--- src/rtl/game_turn_if.sv ---
// Handshake bundle between the turn controller, the enter buttons and the
// code/guess datapath.
interface game_turn_if #(
    parameter int unsigned NUM_PLAYERS = 2,
    parameter int unsigned MAX_GUESSES = 8
);
    localparam int unsigned PW = (NUM_PLAYERS > 2) ? $clog2(NUM_PLAYERS) : 1;
    localparam int unsigned GW = $clog2(MAX_GUESSES + 1);

    logic [NUM_PLAYERS-1:0] enter;
    logic                   code_valid;
    logic                   guess_valid;
    logic                   guess_correct;
    logic                   new_game;
    logic                   abort;
    logic [PW-1:0]          maker_id;
    logic [PW-1:0]          active_p;
    logic                   take_code;
    logic                   take_guess;
    logic                   started;
    logic                   clear_n;
    logic [GW-1:0]          guess_cnt;
    logic                   game_over;
    logic                   guesser_won;

    modport master (
        output enter, code_valid, guess_valid, guess_correct, new_game, abort,
        input  maker_id, active_p, take_code, take_guess, started, clear_n,
               guess_cnt, game_over, guesser_won
    );

    modport slave (
        input  enter, code_valid, guess_valid, guess_correct, new_game, abort,
        output maker_id, active_p, take_code, take_guess, started, clear_n,
               guess_cnt, game_over, guesser_won
    );
endinterface

--- src/rtl/game_turn_ctrl.sv ---
// Mastermind start/turn controller: picks the code maker, sequences code
// entry, rotates guessers and declares the result.
module game_turn_ctrl #(
    parameter int unsigned NUM_PLAYERS = 2,
    parameter int unsigned MAX_GUESSES = 8
) (
    input  logic       clk,
    input  logic       reset,
    game_turn_if.slave bus
);
    localparam int unsigned PW = (NUM_PLAYERS > 2) ? $clog2(NUM_PLAYERS) : 1;
    localparam int unsigned GW = $clog2(MAX_GUESSES + 1);

    typedef enum logic [1:0] {IDLE, CODE, GUESS, DONE} state_t;

    state_t        state_q, state_d;
    logic [PW-1:0] maker_q, maker_d;
    logic [PW-1:0] active_q, active_d;
    logic [GW-1:0] cnt_q, cnt_d, cnt_inc;
    logic          won_q, won_d;
    logic          take_code_q, take_code_d;
    logic          take_guess_q, take_guess_d;
    logic          started_q, started_d;
    logic          clear_n_q, clear_n_d;
    logic          game_over_q, game_over_d;
    int unsigned   hot_cnt;
    logic [PW-1:0] hot_idx;

    // Next player after cur in cyclic order, skipping the code maker.
    function automatic logic [PW-1:0] next_player(input logic [PW-1:0] cur,
                                                  input logic [PW-1:0] mk);
        logic [PW-1:0] nxt;
        logic          found;
        int unsigned   j;
        nxt   = cur;
        found = 1'b0;
        j     = 0;
        for (int unsigned k = 1; k < NUM_PLAYERS; k++) begin
            j = (32'(cur) + k) % NUM_PLAYERS;
            if (!found && (PW'(j) != mk)) begin
                nxt   = PW'(j);
                found = 1'b1;
            end
        end
        return nxt;
    endfunction

    always_comb begin
        hot_cnt = 0;
        hot_idx = '0;
        for (int unsigned i = 0; i < NUM_PLAYERS; i++) begin
            if (bus.enter[i]) begin
                hot_cnt = hot_cnt + 1;
                hot_idx = PW'(i);
            end
        end
    end

    always_comb begin
        state_d  = state_q;
        maker_d  = maker_q;
        active_d = active_q;
        cnt_d    = cnt_q;
        won_d    = won_q;
        cnt_inc  = (cnt_q == GW'(MAX_GUESSES)) ? cnt_q : cnt_q + GW'(1);

        if (bus.abort) begin
            state_d  = IDLE;
            active_d = '0;
            cnt_d    = '0;
            won_d    = 1'b0;
        end else begin
            unique case (state_q)
                IDLE: begin
                    if (hot_cnt == 1) begin
                        maker_d  = hot_idx;
                        active_d = hot_idx;
                        state_d  = CODE;
                    end
                end
                CODE: begin
                    if (bus.code_valid) begin
                        active_d = next_player(maker_q, maker_q);
                        cnt_d    = '0;
                        state_d  = GUESS;
                    end
                end
                GUESS: begin
                    if (bus.guess_valid) begin
                        cnt_d = cnt_inc;
                        if (bus.guess_correct) begin
                            won_d   = 1'b1;
                            state_d = DONE;
                        end else if (cnt_inc == GW'(MAX_GUESSES)) begin
                            won_d   = 1'b0;
                            state_d = DONE;
                        end else begin
                            active_d = next_player(active_q, maker_q);
                        end
                    end
                end
                DONE: begin
                    if (bus.new_game) begin
                        active_d = '0;
                        cnt_d    = '0;
                        won_d    = 1'b0;
                        state_d  = IDLE;
                    end
                end
                default: state_d = IDLE;
            endcase
        end

        // Status flags are registered from the next state.
        take_code_d  = (state_d == CODE);
        take_guess_d = (state_d == GUESS);
        started_d    = (state_d != IDLE);
        clear_n_d    = (state_d != IDLE);
        game_over_d  = (state_d == DONE);
    end

    always_ff @(posedge clk or negedge reset) begin
        if (!reset) begin
            state_q      <= IDLE;
            maker_q      <= '0;
            active_q     <= '0;
            cnt_q        <= '0;
            won_q        <= 1'b0;
            take_code_q  <= 1'b0;
            take_guess_q <= 1'b0;
            started_q    <= 1'b0;
            clear_n_q    <= 1'b0;
            game_over_q  <= 1'b0;
        end else begin
            state_q      <= state_d;
            maker_q      <= maker_d;
            active_q     <= active_d;
            cnt_q        <= cnt_d;
            won_q        <= won_d;
            take_code_q  <= take_code_d;
            take_guess_q <= take_guess_d;
            started_q    <= started_d;
            clear_n_q    <= clear_n_d;
            game_over_q  <= game_over_d;
        end
    end

    assign bus.maker_id    = maker_q;
    assign bus.active_p    = active_q;
    assign bus.guess_cnt   = cnt_q;
    assign bus.guesser_won = won_q;
    assign bus.take_code   = take_code_q;
    assign bus.take_guess  = take_guess_q;
    assign bus.started     = started_q;
    assign bus.clear_n     = clear_n_q;
    assign bus.game_over   = game_over_q;
endmodule

--- src/flat_wrapper.sv ---
// flat-port wrapper written by rule: the top's interface ports become plain ports
module game_turn_ctrl_flat 
#(
    parameter int unsigned NUM_PLAYERS = 2,
    parameter int unsigned MAX_GUESSES = 8
)
  (clk, reset, bus_enter, bus_code_valid, bus_guess_valid, bus_guess_correct, bus_new_game, bus_abort, bus_maker_id, bus_active_p, bus_take_code, bus_take_guess, bus_started, bus_clear_n, bus_guess_cnt, bus_game_over, bus_guesser_won);
  game_turn_if #(.NUM_PLAYERS(NUM_PLAYERS), .MAX_GUESSES(MAX_GUESSES)) bus_i ();
  input  logic clk;
  input  logic reset;
  input wire logic [$bits(bus_i.enter)-1:0] bus_enter;
  input wire logic [$bits(bus_i.code_valid)-1:0] bus_code_valid;
  input wire logic [$bits(bus_i.guess_valid)-1:0] bus_guess_valid;
  input wire logic [$bits(bus_i.guess_correct)-1:0] bus_guess_correct;
  input wire logic [$bits(bus_i.new_game)-1:0] bus_new_game;
  input wire logic [$bits(bus_i.abort)-1:0] bus_abort;
  output wire logic [$bits(bus_i.maker_id)-1:0] bus_maker_id;
  output wire logic [$bits(bus_i.active_p)-1:0] bus_active_p;
  output wire logic [$bits(bus_i.take_code)-1:0] bus_take_code;
  output wire logic [$bits(bus_i.take_guess)-1:0] bus_take_guess;
  output wire logic [$bits(bus_i.started)-1:0] bus_started;
  output wire logic [$bits(bus_i.clear_n)-1:0] bus_clear_n;
  output wire logic [$bits(bus_i.guess_cnt)-1:0] bus_guess_cnt;
  output wire logic [$bits(bus_i.game_over)-1:0] bus_game_over;
  output wire logic [$bits(bus_i.guesser_won)-1:0] bus_guesser_won;
  assign bus_i.enter = bus_enter;
  assign bus_i.code_valid = bus_code_valid;
  assign bus_i.guess_valid = bus_guess_valid;
  assign bus_i.guess_correct = bus_guess_correct;
  assign bus_i.new_game = bus_new_game;
  assign bus_i.abort = bus_abort;
  assign bus_maker_id = bus_i.maker_id;
  assign bus_active_p = bus_i.active_p;
  assign bus_take_code = bus_i.take_code;
  assign bus_take_guess = bus_i.take_guess;
  assign bus_started = bus_i.started;
  assign bus_clear_n = bus_i.clear_n;
  assign bus_guess_cnt = bus_i.guess_cnt;
  assign bus_game_over = bus_i.game_over;
  assign bus_guesser_won = bus_i.guesser_won;
  game_turn_ctrl #(.NUM_PLAYERS(NUM_PLAYERS), .MAX_GUESSES(MAX_GUESSES)) u_core (.clk(clk), .reset(reset), .bus(bus_i));
endmodule
--- config.mk ---
export PLATFORM = sky130hd
export DESIGN_NAME = game_turn_ctrl_flat
export DESIGN_NICKNAME = d
export VERILOG_FILES = /design/src/rtl/game_turn_if.sv /design/src/rtl/game_turn_ctrl.sv /design/src/flat_wrapper.sv
export SDC_FILE = /design/constraint.sdc
export NUM_CORES = 1
export LEC_CHECK = 0
export BUFFER_PORTS_ARGS = -buffer_cell sky130_fd_sc_hd__clkbuf_2
export CAP_MARGIN = 20
export CORE_MARGIN = 4
export CORE_UTILIZATION = 40
export DETAILED_ROUTE_END_ITERATION = 16
export GPL_TIMING_DRIVEN = 0
export SYNTH_ARGS = -nofsm -noshare
export SYNTH_HDL_FRONTEND = slang
export SYNTH_SLANG_ARGS = --single-unit
--- constraint.sdc ---
create_clock -name clk -period 2.3 [get_ports clk]
set_input_delay 0.46 -clock clk [delete_from_list [all_inputs] [get_ports clk]]
set_output_delay 0.46 -clock clk [all_outputs]
set_load 0.1 [all_outputs]
==> results of run 1 <==
-- synthesized netlist by cell type --
master	instances	area, µm²
a2111oi_0	1	8.760
a211o_1	1	8.760
a21bo_2	1	10.01
a21oi_1	7	35.03
a21oi_2	3	26.28
a31o_2	1	8.760
a31oi_1	4	25.02
and2_1	1	6.260
buf_4	2	15.01
buf_6	2	22.52
clkbuf_1	1	3.750
dfrtp_1	13	325.3
ha_1	2	25.02
inv_1	5	18.77
mux2i_1	1	10.01
nand2_1	9	33.78
nand2b_1	5	31.28
nand3_1	6	30.03
nor2_1	5	18.77
nor2b_1	2	12.51
nor3_1	2	10.01
nor3_2	1	10.01
nor3b_1	2	15.01
nor3b_2	1	12.51
o21a_4	1	15.01
o21ai_0	8	40.04
o221ai_1	1	8.760
o31ai_1	1	7.510
or2_2	1	6.260
or4_1	1	7.510
xnor2_1	1	8.760
-- cell type report --
class	count	area (µm²)
inverter	5	18.77
tap	27	33.78
sequential	13	327.8
multi-input combinational	69	431.7
timing repair buffer	20	100.1
clock buffer	4	26.28
fill	212	962.2
buffer	5	41.29
-- cells in the final DEF, fill, tap and decap left out, types with 3 or more instances in the layout --
cell type,Yosys,routed
clkbuf_4,0,3
o21ai_0,8,8
dfrtp_1,13,11
a21oi_2,3,3
nand2_1,9,9
clkbuf_2,0,20
nor2_1,5,5
inv_1,5,5
a31oi_1,4,4
nand3_1,6,6
nand2b_1,5,5
a21oi_1,7,7
-- sequential cells by signal, indices dropped and copies added (netlist names) --
register and flops:
u_core.bus.guess_cnt 4, u_core.bus.maker_id 1, u_core.state_q 2, u_core.bus.game_over 1, u_core.bus.active_p 1, u_core.bus.take_code 1
u_core.bus.started 1, u_core.bus.guesser_won 1, u_core.bus.take_guess 1
-- through the flow --
stage / std cells / worst slack, ns
floorplan: 92 / 0.2653
global placement: 139 / 0.5314
detailed placement: 139 / 0.5230
CTS: 143 / 0.5019
global route: 143 / 0.4221
finish: 143 / 0.5135
-- power groups by stage --
stage | Clock (mW) | Combinational, mW | Sequential [mW]
after global placement | 0 | 0.263 | 0.263
after floorplan | 0 | 0.108 | 0.370
after detailed placement | 0 | 0.263 | 0.264
after CTS | 0.148 | 0.264 | 0.259
final | 0.142 | 0.262 | 0.259
after global routing | 0.164 | 0.278 | 0.262
-- metal layers --
layer / wire (µm) / global-route usage / up-vias
met5: 0 / 0 / -
met4: 10 / 0.06383 / 0
met3: 91 / 0.03380 / 2
met2: 741 / 0.1880 / 17
met1: 798 / 0.1768 / 306
li1: - / - / 374
-- critical path, cell delays in order (launching register included) --
cell	delay [ns]
dfrtp_2	0.44
inv_1	0.06
ha_1	0.22
a211o_1	0.26
a31oi_1	0.20
a21oi_2	0.12
o21a_4	0.25
and2_1	0.13
-- worst paths after layout --
kind,start,to,slack (ns),cells past startpoint
setup / recovery,u_core.bus.guess_cnt[0],u_core.bus.take_guess,0.51,7
hold / removal,reset,u_core.state_q[0],0.07,1
setup reg to reg,u_core.bus.guess_cnt[0],u_core.bus.take_guess,0.51,7
hold reg to reg,u_core.bus.active_p,u_core.bus.active_p,0.53,2
max in group asynchronous,reset,u_core.bus.guess_cnt[1],1.96,1
min in group clk,bus_enter[1],u_core.bus.maker_id,0.45,3
-- cells by family (layout without fill, tap and decap cells) --
| group | after synthesis | in the layout | share of synthesized area |
|---|---|---|---|
| DFF | 13 | 13 | 0.3982 |
| adders and majority gates | 2 | 2 | 0.03062 |
| muxes | 1 | 1 | 0.01225 |
| xor gates and xnor gates | 1 | 1 | 0.01072 |
| AOI/OAI and AO/OA | 29 | 29 | 0.2374 |
| buffers and inverters | 10 | 34 | 0.07350 |
| and+or+nand+nor | 36 | 36 | 0.2374 |
==> results.py, run 1 <==
metrics = {
    "detailed_routing": {
        "drc": 0,
        "vias": 699,
        "ant_nets": 0,
        "wl_per_cell_um": 11.48,
        "routed_via_density": 4.888,
        "drt-pass1-iter-count": 4,
        "routed_wl_um": 1641,
        "first_iter_violations": 11,
    },
    "power_and_ir_drop": {
        "p_leak_nw": 0.4500,
        "pwr-share-comb": 0.395,
        "total_power_mw": 0.6633,
        "p_seq_frac": 0.391,
        "p_per_area_nw_per_um2": 677.0,
        "switching_share": 0.4313,
        "p_int_mw": 0.3772,
        "pwr-share-clk": 0.214,
        "power_switching_mw": 0.2861,
        "vdd_drop_max_mv": 0.3630,
    },
    "timing": {
        "rsz0062_at_grt": "no",
        "hold_violations": 0,
        "post-route-period-util": 0.7767,
        "report.final.setup_viol": 0,
        "fin_skew_ns": 0.001163,
        "tightest_slew_ns": 0.5419,
        "period_needed_ns": 1.786,
        "slew_headroom": 0.6403,
        "hold_ws_ns": 0.06959,
        "fmax_mhz": 559.8,
        "drv_slew": 0,
        "timing.setup.tns_ns": 0,
    },
    "clocking": {
        "cts_resized": 0,
        "cts_setup_buffers": 0,
        "htree_levels": 1,
        "clk_pin_slew_ns": 0.08,
        "numCtsBuffers": 3,
        "cts_tree": "done",
        "clock_sinks": 13,
        "insertion_delay_ns": 0.27,
        "cts-hold-fix-buffers": 0,
        "clk_path_buf_depth": 2,
        "cts_root_buf": "clkbuf_4",
    },
    "floorplan": {
        "die_area_um2": 2830,
        "dieHeight_um": 53.20,
        "pin_count": 21,
        "start_util": 0.4207,
        "dieWidth_um": 53.20,
        "core_um2": 1942,
        "rows": 16,
    },
    "cells_and_area": {
        "n_antenna_cell": 0,
        "layout.nets": 128,
        "postLayoutCellArea_um2": 979.7,
        "utilization": 0.5045,
        "area_growth_pct": 19.91,
        "layout-drive-gt1-share": 0.3276,
    },
    "grt": {
        "gr-usage-all-layers": 0.1299,
        "grt_pass1_wl_um": 2587,
        "grt_max_degree": 14,
        "grt_pass1_vias": 595,
        "grt_overflow": 0,
        "antenna_found_initial": 0,
    },
    "setup_path": {
        "path_class": "reg -> reg",
        "arrival_ns": 1.95,
        "end_kind": "flip-flop",
        "startpoint_type": "flip-flop",
        "critPathRequiredTime_ns": 2.47,
        "path_max_fanout": 9,
    },
    "logic_synthesis": {
        "ys_seq_area_frac": 0.3982,
        "syn_area_um2": 817.0,
        "ys_seq_elements": 13,
        "syn_avg_cell_area_um2": 8.881,
        "syn_inst": 92,
        "synth_cell_types": 31,
        "synth_nets": 103,
        "yosysWarningCount": 0,
    },
    "place": {
        "placed_area_um2": 953.4,
        "dp_hpwl_um": 1244,
        "numPortBuffers": 20,
        "place.gp.congestion": 0.8042,
    },
    "flow_run": {
        "cap_violations": 0,
    },
    "outcome": {
        "outcome": "finished clean",
    },
    "hold_path": {
        "worst_hold_path_type": "in -> async",
    },
}
Note: power is estimated with default switching activity, not from simulation.
==> run 2: changes to the inputs <==
==> constraint.sdc (replaced) <==
create_clock -name clk -period 1.8 [get_ports clk]
set_input_delay 0.36 -clock clk [delete_from_list [all_inputs] [get_ports clk]]
set_output_delay 0.36 -clock clk [all_outputs]
set_load 0.1 [all_outputs]
==> results.py, run 2 (synthesis results as in run 1) <==
metrics = {
    "setup_path": {
        "worst-r2r-cell-count": 6,
        "path_max_fanout": 8,
        "arrival_ns": 1.92,
        "critPathRequiredTime_ns": 1.97,
        "worstSetupEndpoint": "u_core.bus.take_guess",
        "crit_start": "u_core.bus.guess_cnt[0]",
        "path_class": "reg -> reg",
        "end_kind": "flip-flop",
        "rr_endpoint": "u_core.bus.take_guess",
        "r2r-start": "u_core.bus.guess_cnt[0]",
        "r2r_slack_ns": 0.05,
        "startpoint_type": "flip-flop",
    },
    "timing": {
        "worst_slack_ns": 0.04831,
        "drv_slew": 0,
        "hold_violations": 0,
        "slew_headroom": 0.6404,
        "rsz0062_at_grt": "no",
        "fmax_mhz": 570.9,
        "hold_ws_ns": 0.3311,
        "report.final.setup_viol": 0,
        "period_needed_ns": 1.752,
        "fin_skew_ns": 0.01005,
        "post-route-period-util": 0.9732,
        "tightest_slew_ns": 0.5417,
    },
    "detailed_routing": {
        "drc": 0,
        "vias": 750,
        "wl_per_cell_um": 12.22,
        "routed_via_density": 5.102,
        "routed_wl_um": 1796,
        "wl_met1_um": 812,
        "ant_nets": 0,
        "route.met2.wl_um": 871,
        "first_iter_violations": 7,
        "dr_wl_met3_um": 78,
        "drt-pass1-iter-count": 4,
        "top_layer": "met4",
    },
    "cells_and_area": {
        "layout-drive-gt1-share": 0.3917,
        "layout_commonest_cell": "clkbuf_2",
        "final_cell_mix": "clkbuf_2 (20), nand2_1 (9), dfrtp_1 (9)",
        "postLayoutCellArea_um2": 1047,
        "largest_reg_flops": 4,
        "area_growth_pct": 28.18,
        "utilization": 0.5393,
        "n_antenna_cell": 0,
        "fin_cells": 147,
        "layout.nets": 132,
    },
    "power_and_ir_drop": {
        "p_per_area_nw_per_um2": 824.0,
        "p_leak_nw": 0.4651,
        "vdd_drop_max_mv": 0.6738,
    },
    "clocking": {
        "clk_path_buf_depth": 2,
        "cts_root_buf": "clkbuf_4",
        "clk_pin_slew_ns": 0.09,
        "cts_tree": "done",
        "insertion_delay_ns": 0.28,
        "htree_levels": 1,
        "numCtsBuffers": 3,
        "clock_sinks": 13,
    },
    "grt": {
        "grt_pass1_wl_um": 2829,
        "grt_max_degree": 14,
        "antenna_found_initial": 0,
        "grt_pass1_vias": 650,
        "grt_overflow": 0,
        "gr-usage-all-layers": 0.1400,
    },
    "floorplan": {
        "core_um2": 1942,
        "dieWidth_um": 53.20,
        "start_util": 0.4207,
        "dieHeight_um": 53.20,
        "die_area_um2": 2830,
        "pin_count": 21,
        "rows": 16,
    },
    "hold_path": {
        "worst_hold_path_type": "in -> reg",
    },
    "place": {
        "numPortBuffers": 20,
        "place.gp.congestion": 0.7337,
        "dp_cells": 139,
        "dp_slack_ns": 0.02806,
        "dp_hpwl_um": 1344,
        "placed_area_um2": 965.9,
    },
    "outcome": {
        "outcome": "finished clean",
    },
    "flow_run": {
        "cap_violations": 0,
    },
}
## run 2: cell count changes in the layout (fill, tap and decap cells not counted), sizes merged
cell         before  now
dlygate4sd3       0    1
buf               4    7
## run 2: repair_timing
action                                 in CTS  in global routing
endpoints found under the hold margin      13                  0
buffers inserted                            0                  3
setup endpoints to repair                   0                  3
gates resized for setup                     0                  3
hold buffers                                1                  0
## run 2: cell type report
cell class                      count  area [µm²]
Fill cell                         192       894.6
Clock buffer                        4       26.28
Timing Repair Buffer               24       132.6
Multi-Input combinational cell     69       456.7
Sequential cell                    13       335.3
Tap cell                           27       33.78
Inverter                            5       21.27
Buffer                              5       41.29
## run 2: report_power, final
| group | internal [mW] | switching, mW | leakage [nW] |
|---|---|---|---|
| Sequential | 0.316 | 0.0165 | 0.165 |
| Clock | 0.0860 | 0.101 | 0.0150 |
| Combinational | 0.0872 | 0.257 | 0.285 |
| Total | 0.489 | 0.374 | 0.465 |
## run 2: metrics by stage
step / setup TNS, ns / power [mW]
finish: 0 / 0.8630
global route: 0 / 0.9040
CTS: 0 / 0.8675
detailed placement: 0 / 0.6766
global placement: 0 / 0.6738
floorplan: -0.1184 / 0.6117
## run 2: critical path, cell delays in order (launching register included)
cell     delay, ns
dfrtp_4       0.54
ha_4          0.19
a211o_1       0.22
a31oi_1       0.19
a21oi_2       0.12
o21a_4        0.25
and2_1        0.13
## run 2: how the worst min path moves through the flow
stage,start,to,slack [ns],cells after the start
after floorplan,reset,u_core.bus.active_p,0.06,0
after global routing,bus_enter[1],u_core.bus.maker_id,0.34,3
after CTS,bus_enter[1],u_core.bus.maker_id,0.33,3
after detailed placement,reset,u_core.bus.guess_cnt[1],0.28,1
after global placement,reset,u_core.bus.guess_cnt[1],0.28,1
final,bus_enter[1],u_core.bus.maker_id,0.33,3
## run 2: metal layers
layer / track usage / vias up
met5: 0 / -
li1: - / 378
met4: 0.07660 / 0
met3: 0.02254 / 5
met1: 0.1681 / 350
met2: 0.2355 / 17
==> run 3: changes to the inputs <==
--- a/config.mk
+++ b/config.mk
@@ -5,6 +5,7 @@
 export SDC_FILE = /design/constraint.sdc
 export NUM_CORES = 1
 export LEC_CHECK = 0
+export ABC_AREA = 1
 export BUFFER_PORTS_ARGS = -buffer_cell sky130_fd_sc_hd__clkbuf_2
 export CAP_MARGIN = 20
 export CORE_MARGIN = 4
==> results.py, run 3 <==
metrics = {
    "clocking": {
        "insertion_delay_ns": 0.28,
        "htree_levels": 1,
        "clk_path_buf_depth": 2,
        "cts_setup_buffers": 0,
        "cts_tree": "done",
        "numCtsBuffers": 3,
        "clock_sinks": 13,
        "clk_pin_slew_ns": 0.08,
        "cts_root_buf": "clkbuf_4",
    },
    "logic_synthesis": {
        "synth_cell_types": 23,
        "ys_seq_area_frac": 0.3945,
        "async_flop_share": 1.000,
        "ys_seq_elements": 13,
        "yosysWarningCount": 0,
        "yosysMostFrequentCell": "nand2_1",
        "ys.flop_type": "dfrtp_1",
        "synth_top_area_share": 0.3945,
        "netlist_top_cells_count": "nand2_1 (29), inv_1 (18), dfrtp_1 (13)",
        "synth_top_area_cell": "dfrtp_1",
        "synthTopCellsByArea": "dfrtp_1 (39%), nand2_1 (13%), inv_1 (8.2%)",
        "syn_inst": 115,
        "syn_avg_cell_area_um2": 7.170,
        "synth_nets": 126,
        "syn_area_um2": 824.5,
        "synth_enable_flop_cells": 0,
    },
    "detailed_routing": {
        "drt-pass1-iter-count": 4,
        "routed_wl_um": 1671,
        "ant_nets": 0,
        "vias": 785,
        "wl_per_cell_um": 10.01,
        "first_iter_violations": 10,
        "drc": 0,
        "routed_via_density": 4.701,
    },
    "setup_path": {
        "critPathRequiredTime_ns": 1.97,
        "path_max_fanout": 6,
        "path_class": "reg -> reg",
        "startpoint_type": "flip-flop",
        "arrival_ns": 1.83,
        "worst-r2r-cell-count": 10,
        "end_kind": "flip-flop",
    },
    "outcome": {
        "outcome": "finished clean",
    },
    "cells_and_area": {
        "layout-drive-gt1-share": 0.3000,
        "n_antenna_cell": 0,
        "postLayoutCellArea_um2": 1010,
        "utilization": 0.5147,
        "final_cell_mix": "nand2_1 (29), clkbuf_2 (20), inv_1 (17)",
        "layout_commonest_cell": "nand2_1",
        "area_growth_pct": 22.46,
        "largest_reg_flops": 4,
        "fill_cells": 212,
        "layout.nets": 152,
    },
    "place": {
        "placed_area_um2": 965.9,
        "numPortBuffers": 20,
        "dp_hpwl_um": 1362,
        "place.gp.congestion": 0.8478,
    },
    "timing": {
        "report.final.setup_viol": 0,
        "hold_violations": 0,
        "tightest_slew_ns": 0.5424,
        "drv_slew": 0,
        "post-route-period-util": 0.9252,
        "rsz0062_at_grt": "no",
        "slew_headroom": 0.6399,
        "fin_skew_ns": 0.007418,
        "period_needed_ns": 1.665,
        "fmax_mhz": 600.5,
        "timing.setup.tns_ns": 0,
    },
    "floorplan": {
        "start_util": 0.4203,
        "die_area_um2": 2852,
        "dieHeight_um": 53.40,
        "dieWidth_um": 53.40,
        "core_um2": 1962,
        "rows": 16,
        "pin_count": 21,
    },
    "hold_path": {
        "hold_depth": 3,
        "worst_hold_path_type": "in -> reg",
    },
    "power_and_ir_drop": {
        "p_seq_frac": 0.367,
        "power_switching_mw": 0.4635,
        "pwr-share-comb": 0.442,
        "switching_share": 0.4837,
        "vdd_drop_max_mv": 0.6685,
        "p_leak_nw": 0.5411,
        "p_per_area_nw_per_um2": 949.2,
        "pwr-share-clk": 0.191,
        "p_int_mw": 0.4949,
    },
    "flow_run": {
        "cap_violations": 0,
    },
    "grt": {
        "grt_pass1_vias": 725,
        "grt_max_degree": 14,
        "grt_pass1_wl_um": 2877,
        "grt_overflow": 0,
        "gr-usage-all-layers": 0.1381,
        "antenna_found_initial": 0,
    },
}
==> run 3: per-stage QoR <==
step / power (mW) / hold slack [ns] / instances / setup slack (ns)
after floorplan: 0.7056 / 0.06441 / 115 / 0.05542
after global placement: 0.7797 / 0.2756 / 162 / 0.1624
after detailed placement: 0.7813 / 0.2751 / 162 / 0.1357
after CTS: 0.9697 / 0.3168 / 167 / 0.1101
after global routing: 1.012 / 0.3548 / 167 / 0.01383
final: 0.9584 / 0.3179 / 167 / 0.1346
==> run 3: cell families after synthesis <==
kind of cell / count (synthesis) / synth area share
buffers and inverters: 21 / 0.1002
XOR/XNOR: 2 / 0.02125
adder cells (fa/ha/maj): 2 / 0.03034
AO/OA/AOI/OAI: 9 / 0.06220
flip-flops: 13 / 0.3945
AND/OR/NAND/NOR: 68 / 0.3915
==> run 3: power by group through the flow <==
stage,Clock [mW],Combinational [mW],Sequential (mW)
floorplan,0,0.159,0.547
CTS,0.192,0.425,0.352
global route,0.200,0.455,0.357
detailed placement,0,0.423,0.358
global placement,0,0.422,0.357
finish,0.183,0.423,0.352
==> run 3: final timing paths <==
path                                         start                 endpoint  slack [ns]
max in group asynchronous                    reset  u_core.bus.guess_cnt[0]        1.03
min in group asynchronous                    reset  u_core.bus.guess_cnt[0]        0.50
max                        u_core.bus.guess_cnt[0]       u_core.bus.started        0.13
min                                   bus_enter[1]      u_core.bus.maker_id        0.32
min reg2reg                 u_core.bus.guesser_won   u_core.bus.guesser_won        0.49
max reg2reg                u_core.bus.guess_cnt[0]       u_core.bus.started        0.13
==> run 3: what timing repair did <==
item | CTS | global route
hold endpoints to repair | 13 | 0
setup endpoints to repair | 0 | 5
gates resized for setup | 0 | 4
hold buffers | 1 | 0
==> run 3: layer usage <==
layer	routed length [µm]	track usage	share of wire	up-vias
met5	0	0	0	-
met1	810	0.1806	0.48	342
li1	-	-	-	418
met2	740	0.2082	0.44	20
met3	82	0.02817	0.049	5
met4	38	0.07660	0.023	0
==> run 3: critical path, cell delays in order (launching register included) <==
cell	delay, ns
dfrtp_4	0.52
ha_1	0.22
or2_0	0.22
nand2_1	0.10
nor2_2	0.06
nand2_1	0.10
nand2_1	0.06
nand2_1	0.07
nand2_2	0.06
nand2_2	0.09
nand2_1	0.06
==> run 3: final cells by class <==
class / count / area, µm² / area share
multi-input combinational: 81 / 424.2 / 0.4201
sequential: 13 / 332.8 / 0.3296
timing repair buffer: 21 / 110.1 / 0.1090
inverter: 20 / 75.07 / 0.07435
tap: 27 / 33.78 / 0.03346
clock buffer: 4 / 26.28 / 0.02602
buffer: 1 / 7.507 / 0.007435
